### src/rtl/evt2_decoder.sv
// EVT 2.0 word decoder: pops words from the input FIFO, tracks the TIME_HIGH base, emits CD events.
// Latency: one FIFO pop every two cycles at most; an event appears two edges after the pop that fetched it.
// Backpressure: the output register holds while ev_valid_o && !ev_ready_i, and no pop is issued until it frees.
//
// Ports:
//   clk_i, rst_i                  clock, synchronous active-high reset
//   fifo_empty_i / fifo_rd_en_o   FIFO status and pop request
//   fifo_rd_data_i                popped word, valid the cycle after the pop
//   ev_valid_o / ev_ready_i       event stream handshake
//   ev_x_o, ev_y_o, ev_pol_o, ev_ts_o   event payload
//   time_valid_o                  a TIME_HIGH word has been seen since reset
//   cnt_events_o, cnt_dropped_o   saturating statistics counters
module evt2_decoder #(
  parameter int DATA_WIDTH = 32,
  parameter int SENSOR_W   = 320,
  parameter int SENSOR_H   = 320,
  parameter int X_BITS     = 9,
  parameter int Y_BITS     = 9,
  parameter int TS_WIDTH   = 24,
  parameter int CNT_WIDTH  = 16
) (
  input  logic                  clk_i,
  input  logic                  rst_i,
  input  logic                  fifo_empty_i,
  output logic                  fifo_rd_en_o,
  input  logic [DATA_WIDTH-1:0] fifo_rd_data_i,
  output logic                  ev_valid_o,
  input  logic                  ev_ready_i,
  output logic [X_BITS-1:0]     ev_x_o,
  output logic [Y_BITS-1:0]     ev_y_o,
  output logic                  ev_pol_o,
  output logic [TS_WIDTH-1:0]   ev_ts_o,
  output logic                  time_valid_o,
  output logic [CNT_WIDTH-1:0]  cnt_events_o,
  output logic [CNT_WIDTH-1:0]  cnt_dropped_o
);

  localparam logic [10:0] X_LIM = 11'(SENSOR_W);
  localparam logic [10:0] Y_LIM = 11'(SENSOR_H);

  typedef enum logic {S_IDLE = 1'b0, S_FETCH = 1'b1} state_e;

  state_e state_q, state_d;

  logic                 ev_valid_q, ev_valid_d;
  logic [X_BITS-1:0]    ev_x_q, ev_x_d;
  logic [Y_BITS-1:0]    ev_y_q, ev_y_d;
  logic                 ev_pol_q, ev_pol_d;
  logic [TS_WIDTH-1:0]  ev_ts_q, ev_ts_d;
  logic [27:0]          time_high_q, time_high_d;
  logic                 time_valid_q, time_valid_d;
  logic [CNT_WIDTH-1:0] cnt_ev_q, cnt_ev_d;
  logic [CNT_WIDTH-1:0] cnt_drop_q, cnt_drop_d;

  logic        decode_en;
  logic [3:0]  w_type;
  logic [5:0]  w_ts_lsb;
  logic [10:0] w_x;
  logic [10:0] w_y;
  logic [33:0] w_ts_full;
  logic        is_th, is_cd, load_ev, drop_ev;

  // ---------------- FSM: state register ----------------
  always_ff @(posedge clk_i) begin
    if (rst_i) state_q <= S_IDLE;
    else       state_q <= state_d;
  end

  // ---------------- FSM: next state ----------------
  always_comb begin
    state_d = state_q;
    case (state_q)
      S_IDLE:  if (fifo_rd_en_o) state_d = S_FETCH;
      S_FETCH: state_d = S_IDLE;
      default: state_d = S_IDLE;
    endcase
  end

  // ---------------- FSM: outputs ----------------
  // A pop is only issued when the output register will be free at the next
  // edge, so the word decoded in FETCH can always be loaded. Reset gates the
  // pop so no word is lost while the block is being cleared.
  always_comb begin
    fifo_rd_en_o = 1'b0;
    decode_en    = 1'b0;
    case (state_q)
      S_IDLE:  fifo_rd_en_o = !rst_i && !fifo_empty_i && (!ev_valid_q || ev_ready_i);
      S_FETCH: decode_en    = 1'b1;
      default: ;
    endcase
  end

  // ---------------- word decode ----------------
  assign w_type    = fifo_rd_data_i[31:28];
  assign w_ts_lsb  = fifo_rd_data_i[27:22];
  assign w_x       = fifo_rd_data_i[21:11];
  assign w_y       = fifo_rd_data_i[10:0];
  assign w_ts_full = {time_high_q, w_ts_lsb};

  assign is_th   = decode_en && (w_type == 4'h8);
  assign is_cd   = decode_en && (w_type == 4'h0 || w_type == 4'h1);
  assign load_ev = is_cd && time_valid_q && (w_x < X_LIM) && (w_y < Y_LIM);
  assign drop_ev = is_cd && !load_ev;

  always_comb begin
    ev_valid_d   = ev_valid_q;
    ev_x_d       = ev_x_q;
    ev_y_d       = ev_y_q;
    ev_pol_d     = ev_pol_q;
    ev_ts_d      = ev_ts_q;
    time_high_d  = time_high_q;
    time_valid_d = time_valid_q;
    cnt_ev_d     = cnt_ev_q;
    cnt_drop_d   = cnt_drop_q;

    if (ev_valid_q && ev_ready_i) ev_valid_d = 1'b0;

    if (is_th) begin
      time_high_d  = fifo_rd_data_i[27:0];
      time_valid_d = 1'b1;
    end

    if (load_ev) begin
      ev_valid_d = 1'b1;
      ev_x_d     = w_x[X_BITS-1:0];
      ev_y_d     = w_y[Y_BITS-1:0];
      ev_pol_d   = w_type[0];
      ev_ts_d    = w_ts_full[TS_WIDTH-1:0];
      if (cnt_ev_q != '1) cnt_ev_d = cnt_ev_q + 1'b1;
    end

    if (drop_ev && cnt_drop_q != '1) cnt_drop_d = cnt_drop_q + 1'b1;
  end

  always_ff @(posedge clk_i) begin
    if (rst_i) begin
      ev_valid_q   <= 1'b0;
      ev_x_q       <= '0;
      ev_y_q       <= '0;
      ev_pol_q     <= 1'b0;
      ev_ts_q      <= '0;
      time_high_q  <= '0;
      time_valid_q <= 1'b0;
      cnt_ev_q     <= '0;
      cnt_drop_q   <= '0;
    end else begin
      ev_valid_q   <= ev_valid_d;
      ev_x_q       <= ev_x_d;
      ev_y_q       <= ev_y_d;
      ev_pol_q     <= ev_pol_d;
      ev_ts_q      <= ev_ts_d;
      time_high_q  <= time_high_d;
      time_valid_q <= time_valid_d;
      cnt_ev_q     <= cnt_ev_d;
      cnt_drop_q   <= cnt_drop_d;
    end
  end

  assign ev_valid_o    = ev_valid_q;
  assign ev_x_o        = ev_x_q;
  assign ev_y_o        = ev_y_q;
  assign ev_pol_o      = ev_pol_q;
  assign ev_ts_o       = ev_ts_q;
  assign time_valid_o  = time_valid_q;
  assign cnt_events_o  = cnt_ev_q;
  assign cnt_dropped_o = cnt_drop_q;

endmodule

### config.mk
export PLATFORM = sky130hd
export DESIGN_NAME = evt2_decoder
export DESIGN_NICKNAME = d
export VERILOG_FILES = /design/src/rtl/evt2_decoder.sv
export SDC_FILE = /design/constraint.sdc
export NUM_CORES = 1
export LEC_CHECK = 0
export CAP_MARGIN = 20
export CORE_MARGIN = 4
export CORE_UTILIZATION = 35
export CTS_CLUSTER_SIZE = 30
export DETAILED_ROUTE_END_ITERATION = 10
export PLACE_DENSITY = 0.66
export SLEW_MARGIN = 20
export SYNTH_ARGS = -nofsm -noshare
export SYNTH_HDL_FRONTEND = slang
export SYNTH_SLANG_ARGS = --single-unit
### constraint.sdc
create_clock -name clk_i -period 5.3 [get_ports clk_i]
set_input_delay 0.53 -clock clk_i [delete_from_list [all_inputs] [get_ports clk_i]]
set_output_delay 0.53 -clock clk_i [all_outputs]
set_load 0.05 [all_outputs]
==> results.py <==
metrics = {
    "floorplan": {
        "die_h_um": 112,
        "die_w_um": 112,
        "io_pins": 114,
        "initial_core_util": 0.364,
        "core.rowCount": 37,
        "die_area_mm2": 0.0126,
        "core_mm2": 0.0105,
    },
    "layout": {
        "nets": 596,
        "antenna_cells": 0,
        "postLayoutCellArea_mm2": 0.00525,
        "final_layout_size_suffix_gt1_frac": 0.0409,
        "synthToLayoutAreaGrowth_pct": 38.1,
    },
    "worst_setup_path": {
        "crit_fanout": 14,
        "critPathLaunchType": "input pin",
        "cp.required_ns": 5.58,
        "critPathKind": "input pin to register",
        "end_kind": "register",
        "arrival_ns": 3.09,
    },
    "timing": {
        "fmax_mhz": 356,
        "rsz0062_at_grt": "false",
        "finalHoldViolCount": 0,
        "maxSlewHeadroom": 0.334,
        "period_share": 0.530,
        "finClkSkew_ns": 0.0167,
        "slew_violations": 0,
        "min_period_ns": 2.81,
        "setup-tns-final_ns": 0,
        "setup_violations": 0,
        "tightest_slew_ns": 0.984,
    },
    "clocking": {
        "cts_hold_buf": 0,
        "cts_tree": "done",
        "h-tree-depth": 3,
        "cts-root-buf": "clkbuf_8",
        "post_cts_resized": 0,
        "clock_latency_ns": 0.35,
        "cts_buffers": 9,
        "clock_path_buffers": 2,
        "clkSlewWorstSetupHoldPaths_ns": 0.11,
        "cts.sink_count": 96,
        "post_cts_buffers": 0,
    },
    "grt": {
        "grt_max_degree": 99,
        "track_usage": 0.160,
        "grt_overflow": 0,
        "grt_pass1_wl_mm": 16.8,
        "grt_pass1_vias": 3420,
        "antenna_found_initial": 0,
    },
    "run_status": {
        "outcome": "finished clean",
    },
    "place": {
        "dp_hpwl_mm": 7.11,
        "place_congestion": 0.819,
        "postPlaceCellArea_mm2": 0.00503,
        "port_buffers": 113,
    },
    "detailed_routing": {
        "wl_per_cell_um": 14.5,
        "vias": 3567,
        "wl_mm": 10.1,
        "drtAntennaViolNets": 0,
        "drc_errors": 0,
        "drtIter0Drc": 194,
        "via_per_inst": 5.10,
        "dr.pass1.iters": 4,
    },
    "yosys": {
        "syn_avg_cell_area_um2": 8.34,
        "ys.flop_type": "dfxtp_1",
        "synth_top_area_share": 0.505,
        "synth_nets": 494,
        "synth.largest_area_cell": "dfxtp_1",
        "synth-edff-count": 0,
        "yosysWarnings": 0,
        "syn-cell-area_mm2": 0.00380,
        "synth-async-reset-ratio": 0,
        "synth_cell_type_count": 32,
        "netlist_top_cells_area": "dfxtp_1 51%, nand2_1 10%, a21oi_1 7.9%",
        "syn_inst": 456,
        "ys_ff_latch": 96,
        "ys_seq_area_frac": 0.505,
    },
    "power_and_ir_drop": {
        "power_leakage_nw": 1.77,
        "pwr-share-comb": 0.042,
        "p_int_w": 0.000945,
        "p_clk_frac": 0.377,
        "p_per_area_mw_per_mm2": 237,
        "swShare": 0.241,
        "ir_drop_mv": 0.172,
        "p_seq_frac": 0.581,
        "p_sw_w": 0.000301,
    },
    "job": {
        "cap_violations": 0,
    },
    "worst_hold_path": {
        "hp-class": "register to register",
    },
}
-- through the flow --
stage,total power (W),worst slack (ns),instances,utilization,hold WS (ns)
after global routing,0.00129,2.31,699,0.502,0.478
after floorplan,0.000758,2.33,456,-,0.432
final,0.00125,2.49,699,0.502,0.451
after detailed placement,0.000793,2.04,682,0.481,0.446
after global placement,0.000793,2.15,682,0.481,0.436
after CTS,0.00126,2.41,698,0.499,0.460
-- path summary, 6_finish.rpt --
check / start / end / slack [ns] / cells past startpoint
max: fifo_rd_data_i[29] / cnt_events_o[11] / 2.49 / 5
min: time_high_q[12] / ev_ts_o[18] / 0.45 / 2
max reg2reg: state_q / cnt_events_o[11] / 2.72 / 4
min reg2reg: time_high_q[12] / ev_ts_o[18] / 0.45 / 2
-- power groups by stage --
stage               clock network, W  registers [W]  logic [W]
global placement                   0       0.000741  0.0000523
CTS                         0.000484       0.000724  0.0000529
finish                      0.000469       0.000724  0.0000526
floorplan                          0       0.000741  0.0000172
detailed placement                 0       0.000741  0.0000526
global route                0.000510       0.000724  0.0000573
-- area by class of cell --
cell class              count  area [um2]
repair buffers            116        1170
fillers                  1031        5210
flip-flops and latches     96        1920
clock buffers              10         138
inverters                   3        11.3
clock inverters             6        57.6
well taps                 136         170
multi-input cells         332        1790
-- synthesized netlist by cell type (5+ instances only) --
| library cell | n |
|---|---|
| nand2_1 | 101 |
| dfxtp_1 | 96 |
| a21oi_1 | 60 |
| nor2_1 | 41 |
| clkbuf_1 | 24 |
| mux2i_1 | 19 |
| nand4_1 | 14 |
| o21ai_0 | 14 |
| or3_1 | 13 |
| xnor2_1 | 13 |
| nor4_1 | 12 |
| nand3_1 | 9 |
| and4_1 | 5 |
| nor3_1 | 5 |
-- per-layer routing --
metal  share of wire  vias to the layer above  track usage  wire length, um
li1                -                     1782            -                -
met4           0.023                        0       0.0729              237
met3           0.067                       19       0.0420              681
met5               0                        -            0                0
met2            0.47                      108        0.253             4720
met1            0.44                     1658        0.206             4480
-- cell families (layout without fill, tap and decap cells) --
kind of cell | count (synthesis) | after routing | share of synthesized area
flops | 96 | 96 | 0.505
buf+inv | 28 | 135 | 0.0280
simple gates | 216 | 216 | 0.265
compound gates | 81 | 81 | 0.113
xor+xnor | 14 | 14 | 0.0322
fa+ha+maj | 2 | 2 | 0.00658
mux | 19 | 19 | 0.0500
-- worst max-delay path, stage by stage --
cell             delay, ns
clkdlybuf4s50_1       0.44
or4b_1                0.80
or3_1                 0.64
or4_1                 0.53
a21oi_1               0.15
-- sequential cells by signal (all words and copies together), names as in the netlist --
| signal | count |
|---|---|
| ev_y_o | 9 |
| time_valid_o | 1 |
| ev_pol_o | 1 |
| ev_valid_o | 1 |
| ev_ts_o | 24 |
| ev_x_o | 9 |
| cnt_events_o | 16 |
| cnt_dropped_o | 16 |
| state_q | 1 |
| time_high_q | 18 |
-- cell usage in the layout, fill, tap and decap left out, types with 2 or more instances in the layout --
cell,instances
mux2i_1,19
nor4b_1,3
ha_1,2
buf_4,2
clkbuf_8,10
nor4_1,12
nor2_1,40
xnor2_1,13
nor3_1,5
clkdlybuf4s50_1,112
inv_6,2
nand2_1,100
inv_1,3
nor2b_1,3
o21ai_0,14
clkinv_4,2
o31ai_1,3
inv_8,2
or3_1,13
and4_1,5
dfxtp_1,96
nand3_1,9
nand4_1,14
and3_1,2
or4_1,3
a21oi_1,60
(Power assumes the default switching activity.)
